<file path="src/rtl/vga_rect_plotter.sv">
// Rectangle / clear-screen drawing engine for a 160x120 VGA adapter.
// Walks the clipped rectangle in raster order, one registered pixel write per clock.
module vga_rect_plotter #(
  parameter int X_W      = 11,
  parameter int Y_W      = 11,
  parameter int COLOUR_W = 3,
  parameter int SCREEN_W = 160,
  parameter int SCREEN_H = 120
) (
  input  logic                i_clock,
  input  logic                i_reset,
  input  logic                i_start,
  input  logic                i_clear,
  input  logic [X_W-1:0]      i_x0,
  input  logic [Y_W-1:0]      i_y0,
  input  logic [X_W-1:0]      i_w,
  input  logic [Y_W-1:0]      i_h,
  input  logic [COLOUR_W-1:0] i_colour_in,
  input  logic                i_hold,
  output logic [X_W-1:0]      o_x,
  output logic [Y_W-1:0]      o_y,
  output logic [COLOUR_W-1:0] o_colour,
  output logic                o_plot,
  output logic                o_busy,
  output logic                o_done
);

  typedef enum logic [1:0] {S_IDLE, S_DRAW, S_DONE} state_t;

  localparam logic [X_W:0] L_SW = (X_W+1)'(SCREEN_W);
  localparam logic [Y_W:0] L_SH = (Y_W+1)'(SCREEN_H);

  state_t                r_state;
  logic [X_W-1:0]        r_x0, r_cx, r_x;
  logic [Y_W-1:0]        r_y0, r_cy, r_y;
  logic [X_W:0]          r_ew;
  logic [Y_W:0]          r_eh;
  logic [COLOUR_W-1:0]   r_colour_l, r_colour;
  logic                  r_plot, r_busy, r_done;

  logic [X_W-1:0]        w_x0_sel, w_w_sel;
  logic [Y_W-1:0]        w_y0_sel, w_h_sel;
  logic [X_W:0]          w_x0_ext, w_w_ext, w_x_room, w_ew;
  logic [Y_W:0]          w_y0_ext, w_h_ext, w_y_room, w_eh;
  logic                  w_last_x, w_last_y;

  // Clipping is done one bit wider so SCREEN - origin and the min never overflow.
  assign w_x0_sel = i_clear ? '0 : i_x0;
  assign w_y0_sel = i_clear ? '0 : i_y0;
  assign w_w_sel  = i_clear ? X_W'(SCREEN_W) : i_w;
  assign w_h_sel  = i_clear ? Y_W'(SCREEN_H) : i_h;

  assign w_x0_ext = {1'b0, w_x0_sel};
  assign w_y0_ext = {1'b0, w_y0_sel};
  assign w_w_ext  = {1'b0, w_w_sel};
  assign w_h_ext  = {1'b0, w_h_sel};
  assign w_x_room = L_SW - w_x0_ext;
  assign w_y_room = L_SH - w_y0_ext;

  assign w_ew = (w_x0_ext >= L_SW) ? '0 : ((w_w_ext < w_x_room) ? w_w_ext : w_x_room);
  assign w_eh = (w_y0_ext >= L_SH) ? '0 : ((w_h_ext < w_y_room) ? w_h_ext : w_y_room);

  assign w_last_x = ({1'b0, r_cx} == (r_ew - 1'b1));
  assign w_last_y = ({1'b0, r_cy} == (r_eh - 1'b1));

  always_ff @(posedge i_clock or posedge i_reset) begin
    if (i_reset) begin
      r_state    <= S_IDLE;
      r_x0       <= '0;
      r_y0       <= '0;
      r_ew       <= '0;
      r_eh       <= '0;
      r_cx       <= '0;
      r_cy       <= '0;
      r_colour_l <= '0;
      r_x        <= '0;
      r_y        <= '0;
      r_colour   <= '0;
      r_plot     <= 1'b0;
      r_busy     <= 1'b0;
      r_done     <= 1'b0;
    end else begin
      case (r_state)
        S_IDLE: begin
          r_done <= 1'b0;
          // busy still set here means this is the done cycle; start is not taken yet
          if (r_busy) begin
            r_busy <= 1'b0;
          end else if (i_start) begin
            r_x0       <= w_x0_sel;
            r_y0       <= w_y0_sel;
            r_ew       <= w_ew;
            r_eh       <= w_eh;
            r_cx       <= '0;
            r_cy       <= '0;
            r_colour_l <= i_colour_in;
            r_busy     <= 1'b1;
            if (w_ew == '0 || w_eh == '0) r_state <= S_DONE;
            else                          r_state <= S_DRAW;
          end
        end
        S_DRAW: begin
          if (i_hold) begin
            r_plot <= 1'b0;
          end else begin
            r_x      <= r_x0 + r_cx;
            r_y      <= r_y0 + r_cy;
            r_colour <= r_colour_l;
            r_plot   <= 1'b1;
            if (w_last_x) begin
              r_cx <= '0;
              if (w_last_y) r_state <= S_DONE;
              else          r_cy    <= r_cy + 1'b1;
            end else begin
              r_cx <= r_cx + 1'b1;
            end
          end
        end
        S_DONE: begin
          r_plot  <= 1'b0;
          r_done  <= 1'b1;
          r_state <= S_IDLE;
        end
        default: r_state <= S_IDLE;
      endcase
    end
  end

  assign o_x      = r_x;
  assign o_y      = r_y;
  assign o_colour = r_colour;
  assign o_plot   = r_plot;
  assign o_busy   = r_busy;
  assign o_done   = r_done;

endmodule
</file>
<file path="config.mk">
export PLATFORM = sky130hd
export DESIGN_NAME = vga_rect_plotter
export DESIGN_NICKNAME = d
export VERILOG_FILES = /design/src/rtl/vga_rect_plotter.sv
export SDC_FILE = /design/constraint.sdc
export NUM_CORES = 1
export LEC_CHECK = 0
export ABC_CLOCK_PERIOD_IN_PS = 3400
export BUFFER_PORTS_ARGS = -buffer_cell sky130_fd_sc_hd__buf_2
export CORE_UTILIZATION = 54
export CTS_BUF_LIST = sky130_fd_sc_hd__clkbuf_8 sky130_fd_sc_hd__clkbuf_16
export DETAILED_ROUTE_END_ITERATION = 6
export HOLD_SLACK_MARGIN = 0.05
export PLACE_DENSITY_LB_ADDON = 0.05
export SETUP_SLACK_MARGIN = 0.02
export SLEW_MARGIN = 20
export SYNTH_ARGS = -nofsm -noshare
export SYNTH_HDL_FRONTEND = slang
export SYNTH_SLANG_ARGS = --single-unit
</file>
<file path="constraint.sdc">
create_clock -name i_clock -period 3.4 [get_ports i_clock]
set_clock_uncertainty 0.15 [all_clocks]
set_input_delay 0.17 -clock i_clock [delete_from_list [all_inputs] [get_ports i_clock]]
set_output_delay 0.17 -clock i_clock [all_outputs]
set_load 0.01 [all_outputs]
</file>
# Word level (Yosys, flattened, before mapping)
# Index checks and enable logic that the tools add are counted.
# word_totals
out_inout_bits,28
inputBits,52
wordCells,79
regBits,101
# op_classes
muxes,29
n_reduce_logical,12
order_cmp,4
bitwise_logic,2
n_addsub,8
eq_ne,10
# ops
operator,n
two-way mux 11 bit,11
two-way mux 12 bit,4
one-hot mux 11 bit (2 select lines),2
equality test 11 x 12 -> 1 bit,2
zero test 12 bit,2
< comparator 11 x 12 -> 1 bit,2
subtractor 12 x 1 -> 12 bit (second input constant),2
adder 11 x 1 -> 11 bit (second input constant),2
adder 11 bit,2
two-way mux 2 bit,6
inequality test 2 bit (second input constant),6
subtractor 7 x 11 -> 12 bit (first input constant),1
subtractor 8 x 11 -> 12 bit (first input constant),1
greater-or-equal comparator 11 x 7 -> 1 bit (second input constant),1
greater-or-equal comparator 11 x 8 -> 1 bit (second input constant),1
AND reduction 6 bit,1
nonzero test 2 bit,3
AND reduction 5 bit,1
one-hot mux 1 bit (2 select lines),2
one-hot mux 2 bit (2 select lines),1
AND reduction 4 bit,1
two-way mux 1 bit,3
AND reduction 3 bit,1
equality test 2 x 1 -> 1 bit (second input constant),1
5 further kinds,6

# Longest topological paths before layout
# logic_depth
ltp_word,11
depth_mapped,21

# Worst setup path after synthesis
# No wires, ideal clock.
# synth_path
path_kind,input -> register
from,in i_clear
to,reg r_state[0]
stages,21
setup_slack_ps,-1013
setup_time_ps,65
arrival_time_ps,4198
cell_sequence,clkbuf_1 > inv_1 > clkbuf_1 > buf_1 > nand2_1 > ha_1 > nor4b_1 > nand2b_1 > nand2b_1 > a211oi_1 > xnor2_1 > nand2_1 > ha_1 > nand3_1 > nor3_1 > o31ai_1 > a31oi_1 > nor3_1 > a211o_1 > a311oi_1 > a31o_2
# synth_via
elab_chain_cells,11
elab_cells_between_ends,21
# synth_rtl
element,line_no,text
"start, declared",13,"input logic i_clear,"
"two-way mux 11 bit, on equally long branches","48, 49",
subtractor 8 x 11 -> 12 bit or subtractor 7 x 11 -> 12 bit (tied branches),"57, 58",
"< comparator 11 x 12 -> 1 bit, on equally long branches","60, 61",
"two-way mux 12 bit, on equally long branches (2 in series)","60, 61",
zero test 12 bit,98,if (w_ew == '0 || w_eh == '0) r_state <= S_DONE;
logical OR 1 bit (*),98,
two-way mux 2 bit (*),98,
two-way mux 2 bit (*),89,end else if (i_start) begin
two-way mux 2 bit (*),87,if (r_busy) begin
one-hot mux 2 bit (2 select lines) (*),83,case (r_state)
"end signal, assigned",98,
"end signal, assigned",99,else r_state <= S_DRAW;
"end signal, assigned",112,if (w_last_y) r_state <= S_DONE;
"end, declared",33,state_t r_state;
# Mark *: on every way between the ends. The rest lies on a longest branch, timed or not. The select of a mux whose other input is x is not followed.
# A chain may end at the register's enable or synchronous reset.

# Worst setup path after layout
# layout_path
from,reg r_ew[8]
to,reg r_cy[6]
# layout_via
elab_chain_cells,4
# layout_rtl
element,line_no,text
"start, declared",36,logic [X_W:0] r_ew;
"start signal, assigned",92,r_ew <= w_ew;
subtractor 12 x 1 -> 12 bit,63,"assign w_last_x = ({1'b0, r_cx} == (r_ew - 1'b1));"
equality test 11 x 12 -> 1 bit,63,
inequality test 2 bit (no source line),-,
AND reduction 6 bit (no source line),-,
"end signal, assigned",113,else r_cy <= r_cy + 1'b1;
"end, declared",35,"logic [Y_W-1:0] r_y0, r_cy, r_y;"
# No other way between the ends.

==> results.yml <==
status:
  outcome: "finished, violations left"
  violations: "negative setup slack"
power_and_ir_drop:
  clockPowerShare_pct: 18.8
  power.density_mw_per_mm2: 690
  internal-power_w: 0.00357
  comb_power_share_pct: 47.4
  seq_power_share_pct: 33.8
  p_sw_w: 0.00237
  ir_drop_mv: 0.313
  switching_share_pct: 40.0
  leakagePower_nw: 4.07
detailed_routing:
  avgRoutedWirePerCell_um: 16.8
  vias: 6523
  drt-total-wl_um: 19100
  drt_iter0_drc: 419
  via_per_inst: 5.74
  route.detailed.drc: 0
  first_pass_iters: 5
  ant_nets: 0
logic_synthesis:
  synth_area_mm2: 0.00701
  ys_warn_count: 0
  avgSynthCellArea_um2: 8.50
  synth_edf_count: 0
  synth_nets: 928
  ys_ff_latch: 101
  synthFlopType: "dfrtp_1"
  synth_cell_types: 62
  synthesis.instances: 825
  ys_async_sr_fraction_pct: 100
  ys_seq_area_share_pct: 36.1
clocking:
  root_buffer: "clkbuf_16"
  cts_inserted_buffers: 9
  cts_tree: "built"
  cts.sinks: 101
  path_clk_slew_ns: 0.07
  clock_latency_ns: 0.35
  htree_levels: 3
  cts_buffer_depth: 2
place:
  place_congestion: 0.906
  io_buffers: 79
  dp_hpwl_um: 14700
  preCtsSetupSlack_ns: -0.202
floorplanning:
  num_rows: 41
  coreArea_mm2: 0.0126
  dieArea_mm2: 0.0134
  start_util_pct: 55.6
  pin_count: 80
  die_w_um: 116
  chipHeight_um: 116
timing:
  rsz0062_at_grt: "yes"
  finalSetupViolCount: 2
  maxSlewHeadroom_pct: 53.3
  setup_ws_ns: -0.0121
  fin_setup_tns_ns: -0.0165
  fin_crit_sh_pct: 100
  hold_viol_final: 0
  drv_slew: 0
  tightest_slew_ns: 0.698
  post-route-min-period_ns: 3.41
  fmax_ghz: 0.293
final_layout:
  mostFrequentLayoutCell: "nand2_1"
  drive_above_1_share_pct: 20.2
  syn_to_final_growth_pct: 22.9
  diodes: 0
  n_fill_cell: 1071
  nNetsFinal: 1063
  final_cell_mix: "nand2_1 (125), dfrtp_1 (101), buf_2 (79)"
critical_path:
  startpoint_type: "register"
  slowest_stage: "or4_4"
  max_stage_delay_ns: 0.54
  required_ns: 3.49
  end_kind: "register"
  crit_fanout: 6
  cp_common_cell: "or4_4"
  crit_buf_inv: 0
  cp_top_family: "simple AND/OR/NAND/NOR gates"
  crit_type: "register to register"
  critical_path_arrival_ns: 3.50
  worstPathCellList: "or4_4, or4_1, a32oi_1, or4b_4, o31ai_4, o21ai_4, or4_4, mux2i_1"
grt:
  grt_pass1_vias: 6237
  grt_pass1_wl_um: 30800
  grt.total_usage_pct: 29.8
  antenna_found_initial: 0
  grt_overflow: 0
  grt_max_degree: 60
worst_hold_path:
  min_path_type: "input pin to register"
flow_run:
  drv_cap: 0
==> flip-flops by register name, summed over array words and instances (netlist names) <==
signal / count
r_state: 2
r_cy: 11
r_eh: 12
r_colour_l: 3
o_done: 1
o_plot: 1
o_x: 11
r_y0: 11
r_ew: 12
o_y: 11
o_colour: 3
r_cx: 11
r_x0: 11
o_busy: 1
==> worst reg2reg max path, cell delays in order (launching register included) <==
cell     delay, ns
dfrtp_1       0.39
or4_4         0.54
or4_1         0.48
a32oi_1       0.20
or4b_4        0.51
o31ai_4       0.31
o21ai_4       0.14
or4_4         0.44
mux2i_1       0.13
==> cell usage after synthesis, types with 15 or more instances <==
library cell / n / area [um^2]
nor2b_1: 19 / 119
clkbuf_1: 27 / 101
dfrtp_1: 101 / 2530
inv_1: 45 / 169
xor2_1: 21 / 184
xnor2_1: 35 / 307
a21oi_1: 38 / 190
nand2_1: 128 / 480
a22o_1: 15 / 131
nand3_1: 19 / 95.1
nor2_1: 44 / 165
o21ai_0: 76 / 380
ha_1: 49 / 613
nor3_1: 19 / 95.1
==> stage by stage <==
stage	hold slack (ns)	area (um^2)	utilization (%)	power, W	instances
global route	0.0714	8620	68.3	0.00641	1137
global placement	0.107	7930	62.8	0.00452	1089
floorplan	0.125	7130	-	0.00371	825
finish	0.0601	8620	68.3	0.00594	1137
detailed placement	0.118	7930	62.8	0.00461	1089
CTS	0.0546	8530	67.6	0.00583	1133
==> metal layers <==
metal	GRT usage, %	routed length [um]	share of wire (%)	vias to the layer above
met3	4.97	1100	5.8	22
li1	-	-	-	3207
met5	0	0	0	-
met1	40.8	9030	47	3087
met2	47.8	8630	45	207
met4	9.91	305	1.6	0
==> cells by family after synthesis <==
group | count (synthesis) | share of synthesized area, %
and+or+nand+nor | 315 | 22.0
adders and majority gates | 51 | 9.32
xor gates and xnor gates | 56 | 7.00
muxes | 13 | 1.98
buffers and inverters | 77 | 4.25
AOI/OAI and AO/OA | 212 | 19.4
DFF | 101 | 36.1
==> worst paths after layout <==
path	startpoint	end	slack (ns)	cells past startpoint
worst max-delay path	r_ew[8]	r_cy[6]	-0.01	8
worst min-delay path	i_hold	o_plot	0.06	3
worst max register to register	r_ew[8]	r_cy[6]	-0.01	8
worst min register to register	o_x[0]	o_x[0]	0.32	2
max in group asynchronous	i_reset	r_eh[1]	2.14	4
min in group asynchronous	i_reset	o_x[6]	0.27	3
==> power groups by stage <==
| stage | combinational (W) | clock, W | sequential (W) |
|---|---|---|---|
| 2_1_floorplan | 0.00176 | 0 | 0.00195 |
| 3_3_place_gp | 0.00252 | 0 | 0.00200 |
| 3_5_place_dp | 0.00259 | 0 | 0.00202 |
| 4_1_cts | 0.00271 | 0.00113 | 0.00200 |
| 5_1_grt | 0.00315 | 0.00119 | 0.00206 |
| 6_report | 0.00281 | 0.00112 | 0.00201 |
==> final cells by class <==
| class | count | area [um^2] | area share (%) |
|---|---|---|---|
| Clock buffer | 10 | 239 | 2.77 |
| Clock inverter | 6 | 86.3 | 1.00 |
| Inverter | 45 | 176 | 2.05 |
| Multi-Input combinational cell | 647 | 4310 | 50.1 |
| Sequential cell | 101 | 2530 | 29.3 |
| Tap cell | 172 | 215 | 2.50 |
| Timing Repair Buffer | 156 | 1060 | 12.3 |
==> timing repair <==
item / CTS / global route
gates resized for setup: 3 / 13
cloned: 0 / 0
hold buffers: 23 / 0
endpoints found under the hold margin: 64 / 0
buffers inserted: 5 / 4
endpoints found under the setup margin: 3 / 19
pin swaps: 7 / 10
No activity file was read; power rests on OpenSTA's default activity.
